==> config.mk <==
export PLATFORM = sky130hd
export DESIGN_NAME = clk_freq_monitor_flat
export DESIGN_NICKNAME = d
export VERILOG_FILES = /design/src/rtl/clk_freq_monitor_pkg.sv /design/src/rtl/clk_freq_monitor_if.sv /design/src/rtl/clk_freq_monitor_edge_sync.sv /design/src/rtl/clk_freq_monitor.sv /design/src/flat_wrapper.sv
export SDC_FILE = /design/constraint.sdc
export NUM_CORES = 1
export LEC_CHECK = 0
export BUFFER_PORTS_ARGS = -buffer_cell sky130_fd_sc_hd__buf_2
export CAP_MARGIN = 0
export CORE_MARGIN = 3
export CORE_UTILIZATION = 52
export DETAILED_ROUTE_END_ITERATION = 10
export PLACE_DENSITY = 0.81
export SYNTH_ARGS = -nofsm -noshare
export SYNTH_HDL_FRONTEND = slang
export SYNTH_SLANG_ARGS = --single-unit
==> constraint.sdc <==
create_clock -name wb_clk_i -period 2.63 [get_ports wb_clk_i]
set_clock_uncertainty 0.1 [all_clocks]
set_input_delay 0.263 -clock wb_clk_i [delete_from_list [all_inputs] [get_ports wb_clk_i]]
set_output_delay 0.263 -clock wb_clk_i [all_outputs]
set_load 0.02 [all_outputs]
==> src/rtl/clk_freq_monitor_pkg.sv <==
// Shared types and default parameters for the multi-channel clock-frequency monitor.
package clk_freq_monitor_pkg;

    localparam int DEF_NUM_CH      = 4;
    localparam int DEF_CNT_W       = 16;
    localparam int DEF_WIN_W       = 16;
    localparam int DEF_SYNC_STAGES = 2;

    typedef enum logic [1:0] {
        ST_IDLE  = 2'd0,
        ST_ARM   = 2'd1,
        ST_COUNT = 2'd2,
        ST_LATCH = 2'd3
    } state_t;

endpackage

==> src/rtl/clk_freq_monitor_if.sv <==
// Control/result bundle of clk_freq_monitor; master drives the controls, slave is the monitor.
interface clk_freq_monitor_if #(
    parameter int NUM_CH = 4,
    parameter int CNT_W  = 16,
    parameter int WIN_W  = 16
) ();
    logic                    start;
    logic                    stop;
    logic                    continuous;
    logic [WIN_W-1:0]        window;
    logic [NUM_CH*CNT_W-1:0] exp_min;
    logic [NUM_CH*CNT_W-1:0] exp_max;
    logic                    busy;
    logic                    done;
    logic [NUM_CH*CNT_W-1:0] count_o;
    logic [NUM_CH-1:0]       pass;
    logic [NUM_CH-1:0]       sat;

    modport master (
        output start, stop, continuous, window, exp_min, exp_max,
        input  busy, done, count_o, pass, sat
    );

    modport slave (
        input  start, stop, continuous, window, exp_min, exp_max,
        output busy, done, count_o, pass, sat
    );
endinterface

==> src/rtl/clk_freq_monitor_edge_sync.sv <==
// One monitored clock brought into the wb_clk_i domain and reduced to a rising-edge pulse.
// SYNC_STAGES must be at least 2.
module clk_mon_edge_sync
    import clk_freq_monitor_pkg::*;
#(
    parameter int SYNC_STAGES = DEF_SYNC_STAGES
) (
    input  logic wb_clk_i,
    input  logic wb_rst_i,
    input  logic async_in,
    output logic edge_pulse
);
    logic [SYNC_STAGES-1:0] sync_q;
    logic                   prev_q;

    // NOTE: sequential state uses non-blocking assignments so every flop samples pre-edge values.
    always_ff @(posedge wb_clk_i) begin
        if (wb_rst_i) begin
            sync_q <= '0;
            prev_q <= 1'b0;
        end else begin
            sync_q <= {sync_q[SYNC_STAGES-2:0], async_in};
            prev_q <= sync_q[SYNC_STAGES-1];
        end
    end

    assign edge_pulse = sync_q[SYNC_STAGES-1] & ~prev_q;
endmodule

==> src/rtl/clk_freq_monitor.sv <==
// Multi-channel clock-frequency monitor: gated edge counting, min/max check, one-shot or continuous.
// Optional sticky failure interrupt (irq/irq_clr) when CLK_FREQ_MONITOR_IRQ_EN is defined.
module clk_freq_monitor
    import clk_freq_monitor_pkg::*;
#(
    parameter int NUM_CH      = DEF_NUM_CH,
    parameter int CNT_W       = DEF_CNT_W,
    parameter int WIN_W       = DEF_WIN_W,
    parameter int SYNC_STAGES = DEF_SYNC_STAGES
) (
    input  logic              wb_clk_i,
    input  logic              wb_rst_i,
    input  logic [NUM_CH-1:0] mon_clk,
`ifdef CLK_FREQ_MONITOR_IRQ_EN
    input  logic              irq_clr,
    output logic              irq,
`endif
    clk_freq_monitor_if.slave bus
);
    localparam logic [CNT_W-1:0] CNT_MAX = '1;

    state_t                  state;
    logic [WIN_W-1:0]        win_q;
    logic [WIN_W-1:0]        win_cnt;
    logic                    cont_q;
    logic                    stop_seen;
    logic [NUM_CH*CNT_W-1:0] min_q;
    logic [NUM_CH*CNT_W-1:0] max_q;
    logic [CNT_W-1:0]        cnt [NUM_CH];
    logic [NUM_CH-1:0]       live_sat;
    logic [NUM_CH-1:0]       edge_pulse;
    logic [NUM_CH-1:0]       pass_next;

    for (genvar g = 0; g < NUM_CH; g++) begin : g_sync
        clk_mon_edge_sync #(.SYNC_STAGES(SYNC_STAGES)) u_sync (
            .wb_clk_i   (wb_clk_i),
            .wb_rst_i   (wb_rst_i),
            .async_in   (mon_clk[g]),
            .edge_pulse (edge_pulse[g])
        );
    end

    // Inverted bounds (min > max) can never satisfy both compares, so they fail naturally.
    // NOTE: every always_comb output gets a default first so no latch can be inferred.
    always_comb begin
        pass_next = '0;
        for (int i = 0; i < NUM_CH; i++) begin
            pass_next[i] = (cnt[i] >= min_q[i*CNT_W +: CNT_W]) &&
                           (cnt[i] <= max_q[i*CNT_W +: CNT_W]);
        end
    end

    assign bus.busy = (state != ST_IDLE);

    always_ff @(posedge wb_clk_i) begin
        if (wb_rst_i) begin
            state       <= ST_IDLE;
            win_q       <= '0;
            win_cnt     <= '0;
            cont_q      <= 1'b0;
            stop_seen   <= 1'b0;
            min_q       <= '0;
            max_q       <= '0;
            live_sat    <= '0;
            bus.done    <= 1'b0;
            bus.count_o <= '0;
            bus.pass    <= '0;
            bus.sat     <= '0;
            // NOTE: the counter array is a handful of flops, not a RAM, so it is reset like any register.
            for (int i = 0; i < NUM_CH; i++) cnt[i] <= '0;
        end else begin
            bus.done <= 1'b0;
            if (state != ST_IDLE && bus.stop) stop_seen <= 1'b1;

            case (state)
                ST_IDLE: begin
                    if (bus.start) begin
                        win_q  <= bus.window;
                        cont_q <= bus.continuous;
                        min_q  <= bus.exp_min;
                        max_q  <= bus.exp_max;
                        state  <= ST_ARM;
                    end
                end
                ST_ARM: begin
                    win_cnt  <= win_q;
                    live_sat <= '0;
                    for (int i = 0; i < NUM_CH; i++) cnt[i] <= '0;
                    state <= (win_q == '0) ? ST_LATCH : ST_COUNT;
                end
                ST_COUNT: begin
                    for (int i = 0; i < NUM_CH; i++) begin
                        if (edge_pulse[i]) begin
                            if (cnt[i] == CNT_MAX) live_sat[i] <= 1'b1;
                            else                   cnt[i] <= cnt[i] + CNT_W'(1);
                        end
                    end
                    if (win_cnt == WIN_W'(1)) state   <= ST_LATCH;
                    else                      win_cnt <= win_cnt - WIN_W'(1);
                end
                ST_LATCH: begin
                    for (int i = 0; i < NUM_CH; i++) bus.count_o[i*CNT_W +: CNT_W] <= cnt[i];
                    bus.pass <= pass_next;
                    bus.sat  <= live_sat;
                    bus.done <= 1'b1;
                    // A stop arriving in this very cycle still ends the run.
                    if (cont_q && !stop_seen && !bus.stop) begin
                        state <= ST_ARM;
                    end else begin
                        state     <= ST_IDLE;
                        stop_seen <= 1'b0;
                    end
                end
                default: state <= ST_IDLE;
            endcase
        end
    end

`ifdef CLK_FREQ_MONITOR_IRQ_EN
    // Sticky failure flag; a failing LATCH outranks a simultaneous clear.
    always_ff @(posedge wb_clk_i) begin
        if (wb_rst_i)                                                irq <= 1'b0;
        else if (state == ST_LATCH && ((~pass_next != '0) || (live_sat != '0))) irq <= 1'b1;
        else if (irq_clr)                                            irq <= 1'b0;
    end
`endif
endmodule

==> src/flat_wrapper.sv <==
// flat-port wrapper written by rule: the top's interface ports become plain ports
module clk_freq_monitor_flat import clk_freq_monitor_pkg::*;
#(
    parameter int NUM_CH      = DEF_NUM_CH,
    parameter int CNT_W       = DEF_CNT_W,
    parameter int WIN_W       = DEF_WIN_W,
    parameter int SYNC_STAGES = DEF_SYNC_STAGES
)
  (wb_clk_i, wb_rst_i, mon_clk, bus_start, bus_stop, bus_continuous, bus_window, bus_exp_min, bus_exp_max, bus_busy, bus_done, bus_count_o, bus_pass, bus_sat);
  clk_freq_monitor_if #(.NUM_CH(NUM_CH), .CNT_W(CNT_W), .WIN_W(WIN_W)) bus_i ();
  input  logic wb_clk_i;
  input  logic wb_rst_i;
  input  logic [NUM_CH-1:0] mon_clk;
  input wire logic [$bits(bus_i.start)-1:0] bus_start;
  input wire logic [$bits(bus_i.stop)-1:0] bus_stop;
  input wire logic [$bits(bus_i.continuous)-1:0] bus_continuous;
  input wire logic [$bits(bus_i.window)-1:0] bus_window;
  input wire logic [$bits(bus_i.exp_min)-1:0] bus_exp_min;
  input wire logic [$bits(bus_i.exp_max)-1:0] bus_exp_max;
  output wire logic [$bits(bus_i.busy)-1:0] bus_busy;
  output wire logic [$bits(bus_i.done)-1:0] bus_done;
  output wire logic [$bits(bus_i.count_o)-1:0] bus_count_o;
  output wire logic [$bits(bus_i.pass)-1:0] bus_pass;
  output wire logic [$bits(bus_i.sat)-1:0] bus_sat;
  assign bus_i.start = bus_start;
  assign bus_i.stop = bus_stop;
  assign bus_i.continuous = bus_continuous;
  assign bus_i.window = bus_window;
  assign bus_i.exp_min = bus_exp_min;
  assign bus_i.exp_max = bus_exp_max;
  assign bus_busy = bus_i.busy;
  assign bus_done = bus_i.done;
  assign bus_count_o = bus_i.count_o;
  assign bus_pass = bus_i.pass;
  assign bus_sat = bus_i.sat;
  clk_freq_monitor #(.NUM_CH(NUM_CH), .CNT_W(CNT_W), .WIN_W(WIN_W), .SYNC_STAGES(SYNC_STAGES)) u_core (.wb_clk_i(wb_clk_i), .wb_rst_i(wb_rst_i), .mon_clk(mon_clk), .bus(bus_i));
endmodule
==> results.toml <==
[global_route]
grt_max_degree = 73
grt_use_met3 = 0.04602
met1_usage = 0.3121
grt_use_met2 = 0.4443
grt_pass1_wl_mm = 70.00
antenna_found_initial = 3
busiest_layer = "met2"
grt_pass1_vias = 14360
grt_overflow = 0
globalRouteTotalUtil = 0.2541

[cts]
post-cts-setup-buffer-count = 0
root_buffer = "clkbuf_16"
cts_htree_levels = 2
clk_pin_slew_ps = 60
cts_sinks = 317
cts_buffers = 37
cts_tree = "yes"
clk_path_buf_depth = 3
insertion_delay_ps = 520

[pwr]
power_density_nw_per_um2 = 841.0
power.total_mw = 16.98
ir_drop_v = 0.0004734
p_leak_nw = 8.327

[place]
place_ws_ps = 215.6
hpwl_mm = 28.97
gp_congestion = 0.8591
dp_cells = 2386
port_buffers = 226
place_area_sq_um = 17390

[critical_path]
cp_slowest_cell = "dlygate4sd3_1"
required_ps = 2990
slowest_delay_ps = 560
path_class = "reg2reg"
crit_chain = "inv_1 -> ha_2 -> and2_4 -> buf_12 -> nand2_1 -> a21oi_1 -> dlygate4sd3_1"
setup.worst_path.end_class = "register"
path_depth = 7
startpoint_type = "register"
timing.rr.start = "u_core.state[0]"
arrival_ps = 2820
crit_path_max_fanout = 41
path_buf_inv = 3
r2r_cells = 7
critPathLaunch = "u_core.state[0]"
path_delay_family = "buffers and inverters"

[drt]
drt_pass1_iterations = 5
drt_iter0_drc = 763
ant_nets = 0
drcViolationCount = 0
num_vias = 14160
viasPerCell = 5.420
wl_mm = 42.84
wl_per_cell_microns = 16.40

[floorplan]
die_y_microns = 180.2
start_util = 0.5294
core_area_sq_um = 29800
pin_count = 227
dieArea_sq_um = 32460
die_w_microns = 180.2
rows = 63

[cells_and_area]
nFillCells = 2306
syn_to_final_growth_pct = 28.04
drive_gt1_frac = 0.1563
fin_nets = 2482
final_area_sq_um = 20200
fin_cells = 2612
fin_util = 0.6778

[sta]
max_freq_ghz = 0.4071
worst_pin_slew_ps = 762.3
finalSetupTns_ps = 0
finalHoldViolations = 0
drv_slew = 0
report.final.setup_viol = 0
slew_headroom = 0.4918
finalCritPeriodShare = 0.9340
fin_ws_ps = 173.6
whs_ps = 131.3
rsz0062_at_grt = "false"
layout_min_cycle_time_ps = 2456

[synthesis]
yosysTopAreaCell = "dfxtp_1"
yosys_most_used_dff = "dfxtp_1"
synth-async-reset-ratio = 0
synth_cell_types = 76
syn-num-nets = 2111
yosysSeqAreaShare = 0.4328
ys_seq_elements = 317
yosys-top-cells-area = "dfxtp_1, ha_1, edfxtp_1, nand2_1, a21oi_1"
synthCells = 1820
synth_top_area_frac = 0.3414
synth-edff-count = 48
avgSynthCellArea_sq_um = 8.667
yosys_warnings = 0
syn-cell-area_sq_um = 15770

[worst_hold_path]
hp-class = "in2reg"
hold_path.startpoint = "bus_start"
holdPathStages = 4

[outcome]
outcome = "finished, final reports clean"

[job]
maxCapViolCount = 0
cells in the mapped netlist (9+ instances only):
cell,count
nand2_1,345
dfxtp_1,269
a21oi_1,187
nor2_1,163
inv_1,145
ha_1,138
mux2i_1,72
clkbuf_1,52
edfxtp_1,48
nand4_1,31
nand3_1,30
xor2_1,26
nor2b_1,25
xnor2_1,25
o21ai_0,21
a21o_1,20
and3_1,17
buf_2,16
nor3_1,13
and2_1,12
o211ai_1,11
a211oi_1,10
and4_1,9
nor4_1,9
cell families after synthesis:
kind of cell / count (synthesis) / share of synthesized area
adder cells (fa/ha/maj): 138 / 0.1095
AO/OA/AOI/OAI: 326 / 0.1286
AND/OR/NAND/NOR: 686 / 0.1950
flip-flops: 317 / 0.4328
multiplexers: 74 / 0.04735
buffers and inverters: 228 / 0.05854
XOR/XNOR: 51 / 0.02832
final timing paths:
path | slack (ps) | endpoint
max reg2reg | 170 | u_core.win_q[7]
max | 170 | u_core.win_q[7]
min reg2reg | 340 | u_core.g_sync[3].u_sync.sync_q[1]
min | 130 | u_core.state[1]
power by group:
| part | switching, mW | internal (mW) | total, mW |
|---|---|---|---|
| clock | 2.02 | 3.15 | 5.16 |
| combinational | 3.14 | 2.27 | 5.41 |
| sequential | 0.715 | 5.70 | 6.41 |
final cells by class:
class	count	area, sq um	share of cell area
sequential	317	6827	0.3380
antenna	2	5.005	0.0002478
timing repair buffer	415	3049	0.1510
clock buffer	56	1121	0.05551
tap	390	488.0	0.02416
clock inverter	12	113.9	0.005637
multi-input combinational	1275	8049	0.3985
inverter	145	544.3	0.02695
tightest hold or removal path: stages:
cell and delay (ps):
buf_2 130, o21ai_1 100, mux2i_1 130, nor2_1 80
layout by cell type (no fill, tap or decap), types with 26 or more instances in the layout:
cell type,instances
mux2i_1,72
nand4_1,31
nand3_1,30
xor2_1,26
buf_2,225
inv_1,145
nor2_1,163
dfxtp_1,269
ha_1,136
edfxtp_1,48
nand2_1,344
clkbuf_16,40
a21oi_1,187
dlygate4sd3_1,156
state kept, by name, indices dropped and copies added (netlist names):
name / cells
u_core.bus.count_o: 64
u_core.bus.done: 1
u_core.bus.pass: 4
u_core.bus.sat: 4
u_core.cnt: 64
u_core.cont_q: 1
u_core.g_sync.u_sync.prev_q: 4
u_core.g_sync.u_sync.sync_q: 8
u_core.live_sat: 4
u_core.max_q: 64
u_core.min_q: 64
u_core.state: 2
u_core.stop_seen: 1
u_core.win_cnt: 16
u_core.win_q: 16
routing by layer:
layer,wire length (microns),share of wire,vias up
met1,18190,0.42,6659
met3,2166,0.051,107
li1,-,-,6981
met2,21010,0.49,409
met5,7,0.00016,-
met4,1465,0.034,2
timing repair:
action,CTS,global route
hold buffers,156,0
gates resized for setup,0,1
hold endpoints to repair,158,0
endpoints found under the setup margin,0,3
No activity file was read; power rests on OpenSTA's default activity.
